**config.mk**
```make
export PLATFORM = sky130hd
export DESIGN_NAME = instr_fetch
export DESIGN_NICKNAME = d
export VERILOG_FILES = /design/src/rtl/instr_fetch.sv
export SDC_FILE = /design/constraint.sdc
export NUM_CORES = 1
export LEC_CHECK = 0
export CORE_MARGIN = 2
export CORE_UTILIZATION = 45
export CTS_CLUSTER_DIAMETER = 40
export CTS_CLUSTER_SIZE = 12
export DETAILED_ROUTE_END_ITERATION = 8
export GPL_ROUTABILITY_DRIVEN = 0
export HOLD_SLACK_MARGIN = 0.1
export PLACE_DENSITY = 0.84
export SYNTH_ARGS = -nofsm -noshare
export SYNTH_HDL_FRONTEND = slang
export SYNTH_SLANG_ARGS = --single-unit
```
**constraint.sdc**
```tcl
create_clock -name clk -period 2.95 [get_ports clk]
set_clock_uncertainty 0.15 [all_clocks]
set_input_delay 0.59 -clock clk [delete_from_list [all_inputs] [get_ports clk]]
set_output_delay 0.59 -clock clk [all_outputs]
set_load 0.005 [all_outputs]
```
**src/rtl/instr_fetch.sv**
```systemverilog
// Fetch stage of the RV32 multicycle core: owns the PC, issues one instruction-memory
// read at a time, and holds the returned word for the decoder with redirect support.
module instr_fetch #(
    parameter logic [31:0] RESET_PC = 32'h0000_0000
) (
    input  logic        clk,
    input  logic        rst_n,
    output logic        imem_req_valid,
    output logic [31:0] imem_req_addr,
    input  logic        imem_req_ready,
    input  logic        imem_rsp_valid,
    input  logic [31:0] imem_rsp_data,
    input  logic        redirect_valid,
    input  logic [31:0] redirect_pc,
    output logic        instr_valid,
    input  logic        instr_ready,
    output logic [31:0] instr,
    output logic [31:0] instr_pc,
    output logic [31:0] instr_pc_plus4,
    output logic        misalign_err
);

    typedef enum logic [2:0] {
        IDLE  = 3'd0,
        REQ   = 3'd1,
        WAIT  = 3'd2,
        HOLD  = 3'd3,
        DRAIN = 3'd4
    } state_t;

    state_t      state_r;
    state_t      state_nxt_s;
    logic        capture_s;
    logic [31:0] pc_r;
    logic [31:0] instr_r;
    logic [31:0] instr_pc_r;
    logic        req_valid_r;
    logic        instr_valid_r;
    logic        misalign_r;

    // Next-state decode; a redirect overrides every other event in the same cycle.
    always_comb begin
        state_nxt_s = state_r;
        capture_s   = 1'b0;
        case (state_r)
            IDLE: begin
                state_nxt_s = REQ;
            end
            REQ: begin
                if (imem_req_ready) begin
                    state_nxt_s = redirect_valid ? DRAIN : WAIT;
                end else begin
                    state_nxt_s = REQ;
                end
            end
            WAIT: begin
                if (imem_rsp_valid) begin
                    if (redirect_valid) begin
                        state_nxt_s = REQ;
                    end else begin
                        state_nxt_s = HOLD;
                        capture_s   = 1'b1;
                    end
                end else begin
                    state_nxt_s = redirect_valid ? DRAIN : WAIT;
                end
            end
            HOLD: begin
                if (redirect_valid || instr_ready) begin
                    state_nxt_s = REQ;
                end else begin
                    state_nxt_s = HOLD;
                end
            end
            DRAIN: begin
                if (imem_rsp_valid) begin
                    state_nxt_s = REQ;
                end else begin
                    state_nxt_s = DRAIN;
                end
            end
            default: begin
                state_nxt_s = IDLE;
            end
        endcase
    end

    // State, PC, instruction register and registered handshake outputs.
    always_ff @(posedge clk) begin
        if (!rst_n) begin
            state_r       <= IDLE;
            pc_r          <= RESET_PC;
            instr_r       <= 32'h0000_0000;
            instr_pc_r    <= 32'h0000_0000;
            req_valid_r   <= 1'b0;
            instr_valid_r <= 1'b0;
            misalign_r    <= 1'b0;
        end else begin
            state_r       <= state_nxt_s;
            req_valid_r   <= (state_nxt_s == REQ);
            instr_valid_r <= (state_nxt_s == HOLD);
            misalign_r    <= redirect_valid & (|redirect_pc[1:0]);
            if (redirect_valid) begin
                pc_r <= {redirect_pc[31:2], 2'b00};
            end else if (capture_s) begin
                pc_r <= pc_r + 32'd4;
            end else begin
                pc_r <= pc_r;
            end
            if (capture_s) begin
                instr_r    <= imem_rsp_data;
                instr_pc_r <= pc_r;
            end else begin
                instr_r    <= instr_r;
                instr_pc_r <= instr_pc_r;
            end
        end
    end

    assign imem_req_valid = req_valid_r;
    assign imem_req_addr  = pc_r;
    assign instr_valid    = instr_valid_r;
    assign instr          = instr_r;
    assign instr_pc       = instr_pc_r;
    assign instr_pc_plus4 = instr_pc_r + 32'd4;
    assign misalign_err   = misalign_r;

endmodule

```
==> impl_metrics.json, run 1 <==
{
  "min_period_over_period_pct": 97.80,
  "crit_path_max_fanout": 12,
  "synth_edf_count": 0,
  "rsz0062_at_grt": "yes",
  "clock.fmax_ghz": 0.3466,
  "grt_pass1_vias": 4938,
  "synth_commonest_cells": "nand2_1 (147), dfxtp_1 (98), a21oi_1 (70)",
  "drive_above_1_share_pct": 8.447,
  "kind_of_launch_point_of_the_worst_setup_path": "flop",
  "highest-signal-layer": "met4",
  "pwr-share-clk_pct": 31.8,
  "drtAntennaViolNets": 0,
  "synth.avg_cell_area_um2": 7.827,
  "finish.net_count": 872,
  "die-width_um": 106.0,
  "detailroute.wirelength.met3_um": 969,
  "drtPass1Iterations": 5,
  "tritoncts_num_sinks": 98,
  "worst_pin_slew_ns": 0.6263,
  "synth_area_leaders": "dfxtp_1 (42%), nand2_1 (12%), a21oi_1 (7.5%), xnor2_1 (5.1%), o21ai_0 (3.2%)",
  "synth-seq-area-share_pct": 41.91,
  "viasPerCell": 5.540,
  "drt_iter0_drc": 304,
  "hold_class": "flop to flop",
  "report.final.setup_viol": 0,
  "worst_r2r_path_depth": 4,
  "post-synth-top-count-cell": "nand2_1",
  "fillers": 827,
  "diodes": 0,
  "maxSlewViolCount": 0,
  "vias": 5213,
  "netlist_instances": 598,
  "clockRootBuffer": "clkbuf_8",
  "synth.yosys.warnings": 0,
  "starting_density_pct": 45.75,
  "total_power_mw": 2.503,
  "grt_pass1_wl_um": 24230,
  "cts-hold-fix-buffers": 0,
  "hold_viol_final": 0,
  "number_of_antenna_violations_at_the_first_check_in_global_routing": 0,
  "synthesis.area_um2": 4681,
  "global_router_s_overall_resource_usage_pct": 26.33,
  "post-dp-hpwl_um": 10980,
  "core-area_um2": 10230,
  "yosysTopAreaCellShare_pct": 41.91,
  "h_tree_depth": 3,
  "clock_tree.buffer_depth": 2,
  "detail_route.wl_per_cell_um": 15.80,
  "cts_tree": "built",
  "p_comb_share_pct": 11.6,
  "timing.critical_path.required_ns": 2.21,
  "design.die.area_um2": 11230,
  "seqPwrFrac_pct": 56.6,
  "pwr_density_cell_nw_per_um2": 351.7,
  "synthDistinctLibCells": 48,
  "post_synth_arst_share_pct": 0,
  "areaGrowthSynthToFinish_pct": 52.05,
  "port_buffers": 194,
  "netSwitchingFraction_pct": 26.02,
  "wl_met1_um": 6177,
  "finalWirelength_um": 14870,
  "end_kind": "output port",
  "grt_start_max_net_pins": 63,
  "critical_path_class": "flop to output port",
  "cp.arrival_ns": 2.15,
  "worstHoldPathCells": 2,
  "boundaryPins": 201,
  "gr-total-overflow": 0,
  "ys_ff_latch": 98,
  "clkSlewWorstSetupHoldPaths_ns": 0.10,
  "static-leakage-power_nw": 2.515,
  "max_cap_violations": 0,
  "timing.final.crit_period_ns": 2.885,
  "rows": 37,
  "postSynth.topFlopCell": "dfxtp_1",
  "slew_headroom_pct": 58.24,
  "wl_met2_um": 7208,
  "worst_skew_pair.late_latency_ns": 0.36,
  "inserted_clock_buffers": 9,
  "internal_power_mw": 1.851,
  "synth_top_cell_by_area": "dfxtp_1",
  "drc_violations": 0,
  "die_y_um": 106.0,
  "power.switching_mw": 0.6512,
  "vdd_drop_max_mv": 0.2678,
  "finalCoreUtilization_pct": 69.56,
  "run_status": "finished, final reports clean"
}
[kinds of logic (layout without fill, tap and decap cells)]
| logic type | after synthesis | after routing | share of synthesized area (%) |
|---|---|---|---|
| simple gates | 267 | 267 | 28.41 |
| compound gates | 143 | 143 | 16.95 |
| flops | 98 | 98 | 41.91 |
| buf+inv | 49 | 251 | 4.972 |
| xor+xnor | 37 | 37 | 6.923 |
| fa+ha+maj | 2 | 2 | 0.5345 |
| other cells | 1 | 6 | 0.08012 |
| mux | 1 | 1 | 0.2139 |
[final cells by class]
type	instances	area, µm²	area share [%]
Inverter	6	22.52	0.3165
Tap cell	136	170.2	2.391
Multi-Input combinational cell	456	2559	35.95
Timing Repair Buffer	229	2227	31.29
Clock inverter	5	40.04	0.5626
Sequential cell	98	1967	27.64
Clock buffer	11	131.4	1.846
[state kept, by name (all words and copies together) (netlist names)]
register and flops:
instr 32, imem_req_valid 1, instr_valid 1, imem_req_addr 30, misalign_err 1, state_r 3, instr_pc 30
[final timing paths]
kind	startpoint	endpoint	slack, ns
worst max-delay path	instr_pc[3]	instr_pc_plus4[31]	0.06
worst min-delay path	instr[1]	instr[1]	0.31
worst max register to register	imem_req_addr[16]	imem_req_addr[30]	0.74
worst min register to register	instr[1]	instr[1]	0.31
[cells in the final DEF (no fill, tap or decap), types with 4 or more instances in the layout]
cell,count
nand2_1,147
nand3_1,24
dlymetal6s2s_1,6
clkbuf_8,9
xor2_1,10
xnor2_1,27
and2_1,4
and4_1,5
a31oi_1,18
dfxtp_2,4
conb_1,6
buf_4,34
a21oi_1,70
nor4_1,4
dlygate4sd2_1,4
clkdlybuf4s50_1,183
o21ai_1,5
inv_1,4
or3_1,6
nand4_1,21
dfxtp_1,94
nor2_1,14
o21ai_0,30
o31ai_1,12
nor3_1,5
or4_1,13
[critical path: stages, from the launching register on]
cell             delay, ns
dfxtp_2               0.38
buf_4                 0.14
nand3_1               0.09
nor2_1                0.13
buf_4                 0.19
nand4_1               0.12
xnor2_1               0.20
clkdlybuf4s50_1       0.54
[power groups by stage]
stage          Sequential (mW)  Clock (mW)  Combinational [mW]
2_1_floorplan             1.43           0               0.101
3_3_place_gp              1.44           0               0.282
3_5_place_dp              1.44           0               0.289
4_1_cts                   1.41       0.807               0.291
5_1_grt                   1.42       0.864               0.314
6_report                  1.42       0.797               0.290
[per-layer routing]
layer	track usage, %	vias to the layer above
met5	0	-
met2	43.50	244
met1	34.15	2414
met3	3.127	45
li1	-	2510
met4	12.88	0
[repair_timing]
item	CTS	global route
setup endpoints to repair	16	16
pin swaps	4	9
buffers inserted	3	4
resized for setup	11	14
[metrics by stage]
stage / instances / hold WS [ns] / cell area, µm² / worst slack, ns / TNS [ns]
after global routing: 941 / 0.3279 / 7117 / -0.04384 / -0.05535
after CTS: 937 / 0.3125 / 7042 / 0.006043 / 0
after detailed placement: 918 / 0.2975 / 6830 / 0.1325 / 0
final: 941 / 0.3096 / 7117 / 0.06476 / 0
after floorplan: 603 / 0.3027 / 4700 / 0.7900 / 0
after global placement: 918 / 0.2918 / 6830 / 0.2900 / 0
(Power assumes the default switching activity.)
==> run 2, diff against run 1 <==
==> constraint.sdc (replaced) <==
create_clock -name clk -period 2.95 [get_ports clk]
set_clock_uncertainty 0.15 [all_clocks]
set_input_delay 0.59 -clock clk [delete_from_list [all_inputs] [get_ports clk]]
set_output_delay 0.59 -clock clk [all_outputs]
set_load 0.02 [all_outputs]
==> run 2 against run 1 <==
Global-route usage is 0.45 points lower. Flip-flop and latch count stayed put. First-iteration DRC count up 19%. Clock-buffer cell count shrank 1. Non-clock buffer count is 2 higher. Worst hold slack lost 0.0026 ns. Maximum frequency about the same. Final cell count is 0.11% higher.
==> impl_metrics.json, run 2 (synthesized netlist as in run 1, its figures left out) <==
{
  "detail_route.wl_per_cell_um": 15.90,
  "hold_viol_final": 0,
  "hold_class": "flop to flop",
  "finalCoreUtilization_pct": 69.60,
  "clockRootBuffer": "clkbuf_8",
  "static-leakage-power_nw": 2.592,
  "tritoncts_num_sinks": 98,
  "clock.fmax_ghz": 0.3469,
  "die-width_um": 106.0,
  "worstHoldStart": "instr[0]",
  "crit_path_max_fanout": 7,
  "worst_slack_ns": 0.06732,
  "drtAntennaViolNets": 0,
  "critical_path_class": "flop to output port",
  "worst_pin_slew_ns": 0.6207,
  "worstHoldPathCells": 2,
  "core-area_um2": 10230,
  "layout.cells.most_common": "clkdlybuf4s50_1",
  "timing.final.crit_period_ns": 2.883,
  "port_buffers": 194,
  "pwr_density_cell_nw_per_um2": 375.8,
  "grt_pass1_vias": 4959,
  "report.final.setup_viol": 0,
  "worst_r2r_path_depth": 4,
  "place_ws_ns": 0.04289,
  "cts-hold-fix-buffers": 0,
  "max_ffs_per_register": 32,
  "maxSlewViolCount": 0,
  "fillers": 790,
  "drc_violations": 0,
  "h_tree_depth": 3,
  "max_cap_violations": 0,
  "run_status": "finished, final reports clean",
  "inserted_clock_buffers": 9,
  "viasPerCell": 5.497,
  "boundaryPins": 201,
  "cts_tree": "built",
  "grt_start_max_net_pins": 63,
  "worst_skew_pair.late_latency_ns": 0.35,
  "hold_path_end": "instr[0]",
  "drive_above_1_share_pct": 8.685,
  "starting_density_pct": 45.75,
  "gr-total-overflow": 0,
  "kind_of_launch_point_of_the_worst_setup_path": "flop",
  "die_y_um": 106.0,
  "worstReg2RegEnd": "imem_req_addr[28]",
  "drt_iter0_drc": 361,
  "end_kind": "output port",
  "design.die.area_um2": 11230,
  "slew_headroom_pct": 58.62,
  "diodes": 0,
  "timing.critical_path.required_ns": 2.21,
  "regToRegSetupSlack_ns": 0.72,
  "rows": 37,
  "finalWirelength_um": 14980,
  "grt_pass1_wl_um": 23920,
  "finish.net_count": 874,
  "mostFrequentLayoutCells": "clkdlybuf4s50_1 (176), nand2_1 (147), dfxtp_1 (96)",
  "areaGrowthSynthToFinish_pct": 52.13,
  "cp.arrival_ns": 2.14,
  "global_router_s_overall_resource_usage_pct": 25.88,
  "clkSlewWorstSetupHoldPaths_ns": 0.09,
  "min_period_over_period_pct": 97.72,
  "number_of_antenna_violations_at_the_first_check_in_global_routing": 0,
  "clock_tree.buffer_depth": 2,
  "vias": 5178,
  "drtPass1Iterations": 7,
  "r2r-start": "imem_req_addr[16]",
  "post-dp-hpwl_um": 11160,
  "vdd_drop_max_mv": 0.2457
}
==> run 2: repair_timing <==
| item | CTS | global route |
|---|---|---|
| gates resized for setup | 14 | 25 |
| buffers inserted | 2 | 0 |
| setup endpoints to repair | 10 | 18 |
| pin swaps | 1 | 0 |
==> run 2: routing by layer <==
layer	vias up	share of wire [%]	global-route usage (%)
met4	0	2.1	8.741
li1	2504	-	-
met1	2417	41	32.41
met3	32	5.7	3.066
met5	-	0	0
met2	225	51	46.04
==> run 2: worst max-delay path by stage <==
| stage | from | endpoint | cells after the start |
|---|---|---|---|
| detailed placement | instr_pc[2] | instr_pc_plus4[26] | 6 |
| CTS | instr_pc[2] | instr_pc_plus4[26] | 7 |
| global placement | instr_pc[2] | instr_pc_plus4[26] | 6 |
| floorplan | instr_pc[2] | instr_pc_plus4[30] | 5 |
| finish | instr_pc[2] | instr_pc_plus4[16] | 7 |
| global route | instr_pc[2] | instr_pc_plus4[16] | 7 |
==> run 2: through the flow <==
stage               hold slack [ns]  instances  cell area (µm²)  TNS (ns)  power, mW
finish                       0.3070        942             7121         0      2.676
floorplan                    0.3845        603             4700         0      1.579
detailed placement           0.2965        925             6883         0      1.782
CTS                          0.3094        942             7112         0      2.690
global placement             0.2914        925             6883         0      1.773
global route                 0.3221        942             7121  -0.03980      2.777
==> run 2: worst max-delay path, stage by stage, from the launching register on <==
cell	delay (ns)
dfxtp_2	0.39
ha_1	0.19
nand2_1	0.10
nor4_4	0.25
buf_4	0.20
buf_4	0.13
xor2_1	0.17
dlygate4sd2_1	0.36
==> run 2: area by class of cell <==
| class | count | area [µm²] | share of cell area [%] |
|---|---|---|---|
| well taps | 136 | 170.2 | 2.390 |
| multi-input cells | 456 | 2534 | 35.58 |
| clock inverters | 5 | 80.08 | 1.125 |
| inverters | 6 | 22.52 | 0.3163 |
| flip-flops and latches | 98 | 1964 | 27.59 |
| repair buffers | 231 | 2222 | 31.21 |
| clock buffers | 10 | 127.6 | 1.792 |
==> run 2: report_power, final <==
group          internal, mW  switching [mW]
Sequential             1.36          0.0557
Clock                 0.472           0.450
Combinational         0.184           0.157
==> run 3, diff against run 2 <==
--- a/config.mk
+++ b/config.mk
@@ -7,8 +7,9 @@
 export LEC_CHECK = 0
 export CORE_MARGIN = 2
 export CORE_UTILIZATION = 45
+export CTS_BUF_LIST = sky130_fd_sc_hd__clkbuf_8
 export CTS_CLUSTER_DIAMETER = 40
-export CTS_CLUSTER_SIZE = 12
+export CTS_CLUSTER_SIZE = 30
 export DETAILED_ROUTE_END_ITERATION = 8
 export GPL_ROUTABILITY_DRIVEN = 0
 export HOLD_SLACK_MARGIN = 0.1
==> run 3 against run 2 <==
Die area did not move. Core utilization did not move. Worst hold slack hardly changed. Routed wire length is essentially flat. Global-route usage did not move. Highest routed layer unchanged. Sequential share of layout area is the same. First-iteration DRC count shrank 0.55%. Clock power down 0.5%. Largest power group unchanged. Sequential power about the same. Register-to-register slack about the same.
==> impl_metrics.json, run 3 (synthesized netlist as in run 1, its figures left out) <==
{
  "min_period_over_period_pct": 97.74,
  "pwr_density_cell_nw_per_um2": 375.1,
  "crit_path_max_fanout": 7,
  "die-width_um": 106.0,
  "end_kind": "output port",
  "design.die.area_um2": 11230,
  "layout.cells.most_common": "clkdlybuf4s50_1",
  "inserted_clock_buffers": 9,
  "worst_skew_pair.late_latency_ns": 0.35,
  "grt_pass1_vias": 4959,
  "pwr-share-clk_pct": 34.3,
  "kind_of_launch_point_of_the_worst_setup_path": "flop",
  "drtAntennaViolNets": 0,
  "report.final.setup_viol": 0,
  "seqPwrFrac_pct": 52.9,
  "internal_power_mw": 2.010,
  "die_y_um": 106.0,
  "grt_pass1_wl_um": 23920,
  "starting_density_pct": 45.75,
  "core-area_um2": 10230,
  "max_cap_violations": 0,
  "detail_route.wl_per_cell_um": 15.88,
  "clkSlewWorstSetupHoldPaths_ns": 0.09,
  "finalWirelength_um": 14960,
  "rows": 37,
  "stdcell_count": 942,
  "global_router_s_overall_resource_usage_pct": 25.88,
  "boundaryPins": 201,
  "finish.net_count": 874,
  "mostFrequentLayoutCells": "clkdlybuf4s50_1 (176), nand2_1 (147), dfxtp_1 (96)",
  "h_tree_depth": 3,
  "maxSlewViolCount": 0,
  "total_power_mw": 2.671,
  "netSwitchingFraction_pct": 24.74,
  "cts_tree": "built",
  "drc_violations": 0,
  "fillers": 790,
  "areaGrowthSynthToFinish_pct": 52.13,
  "hold_viol_final": 0,
  "vdd_drop_max_mv": 0.2457,
  "tritoncts_num_sinks": 98,
  "cp.arrival_ns": 2.14,
  "clock.fmax_ghz": 0.3468,
  "grt_start_max_net_pins": 63,
  "slew_headroom_pct": 58.97,
  "clockRootBuffer": "clkbuf_8",
  "gr-total-overflow": 0,
  "numPlacedInstances": 925,
  "drive_above_1_share_pct": 8.685,
  "p_comb_share_pct": 12.7,
  "viasPerCell": 5.469,
  "hold_ws_ns": 0.3070,
  "run_status": "finished, final reports clean",
  "drt_iter0_drc": 359,
  "number_of_antenna_violations_at_the_first_check_in_global_routing": 0,
  "diodes": 0,
  "drtPass1Iterations": 5,
  "post-dp-hpwl_um": 11160,
  "hold_class": "flop to flop",
  "power.switching_mw": 0.6607,
  "vias": 5152,
  "static-leakage-power_nw": 2.597,
  "critical_path_class": "flop to output port",
  "timing.final.crit_period_ns": 2.883,
  "clock_tree.buffer_depth": 2,
  "worst_pin_slew_ns": 0.6155,
  "max_ffs_per_register": 32,
  "port_buffers": 194,
  "timing.critical_path.required_ns": 2.21
}
-- run 3: cell types whose count changed in the layout (fill, tap and decap cells not counted) --
cell      previous run  this run
inv_1                4         5
clkbuf_1             1         0
-- run 3: critical path, cell delays in order, from the launching register on --
cell	delay [ns]
dfxtp_2	0.39
ha_1	0.19
nand2_1	0.10
nor4_4	0.26
buf_4	0.20
buf_4	0.13
xor2_1	0.17
dlygate4sd2_1	0.36
-- run 3: repair_timing --
action / 4_1_cts / 5_1_grt
resized for setup: 14 / 25
hold endpoints to repair: 0 / 0
buffers inserted: 2 / 0
endpoints found under the setup margin: 10 / 18
hold buffers: 0 / 0
gates cloned: 0 / 0
pin swaps: 1 / 0
-- run 3: layout make-up --
| class | count | area (µm²) | share of cell area, % |
|---|---|---|---|
| flip-flops and latches | 98 | 1964 | 27.59 |
| well taps | 136 | 170.2 | 2.390 |
| inverters | 6 | 22.52 | 0.3163 |
| clock buffers | 9 | 123.9 | 1.740 |
| repair buffers | 231 | 2222 | 31.21 |
| multi-input cells | 456 | 2534 | 35.58 |
| clock inverters | 6 | 83.83 | 1.177 |
-- run 3: per-layer routing --
layer | vias up | global-route usage (%) | routed length [µm]
li1 | 2507 | - | -
met1 | 2395 | 32.41 | 6171
met2 | 221 | 46.04 | 7607
met3 | 29 | 3.066 | 881
met4 | 0 | 8.741 | 303
met5 | - | 0 | 0
-- run 3: power by group through the flow --
| stage | Clock, mW | Combinational, mW | Sequential, mW |
|---|---|---|---|
| after CTS | 0.935 | 0.341 | 1.41 |
| after global routing | 0.990 | 0.364 | 1.42 |
| final | 0.917 | 0.340 | 1.41 |
| after global placement | 0 | 0.332 | 1.44 |
| after floorplan | 0 | 0.108 | 1.47 |
| after detailed placement | 0 | 0.340 | 1.44 |
-- run 3: per-stage QoR --
| stage | TNS (ns) | area, µm² | setup slack, ns | utilization (%) |
|---|---|---|---|---|
| after global placement | 0 | 6883 | 0.1874 | 67.27 |
| after global routing | -0.03980 | 7121 | -0.03980 | 69.60 |
| final | 0 | 7121 | 0.06653 | 69.60 |
| after floorplan | 0 | 4700 | 0.4266 | - |
| after detailed placement | 0 | 6883 | 0.04289 | 67.27 |
| after CTS | 0 | 7112 | 0.005218 | 69.51 |
-- run 3: worst paths after layout --
path	slack (ns)	cells after the start	end	start
worst min-delay path	0.31	2	instr[0]	instr[0]
worst min register to register	0.31	2	instr[0]	instr[0]
worst max register to register	0.73	4	imem_req_addr[28]	imem_req_addr[16]
worst max-delay path	0.07	7	instr_pc_plus4[16]	instr_pc[2]
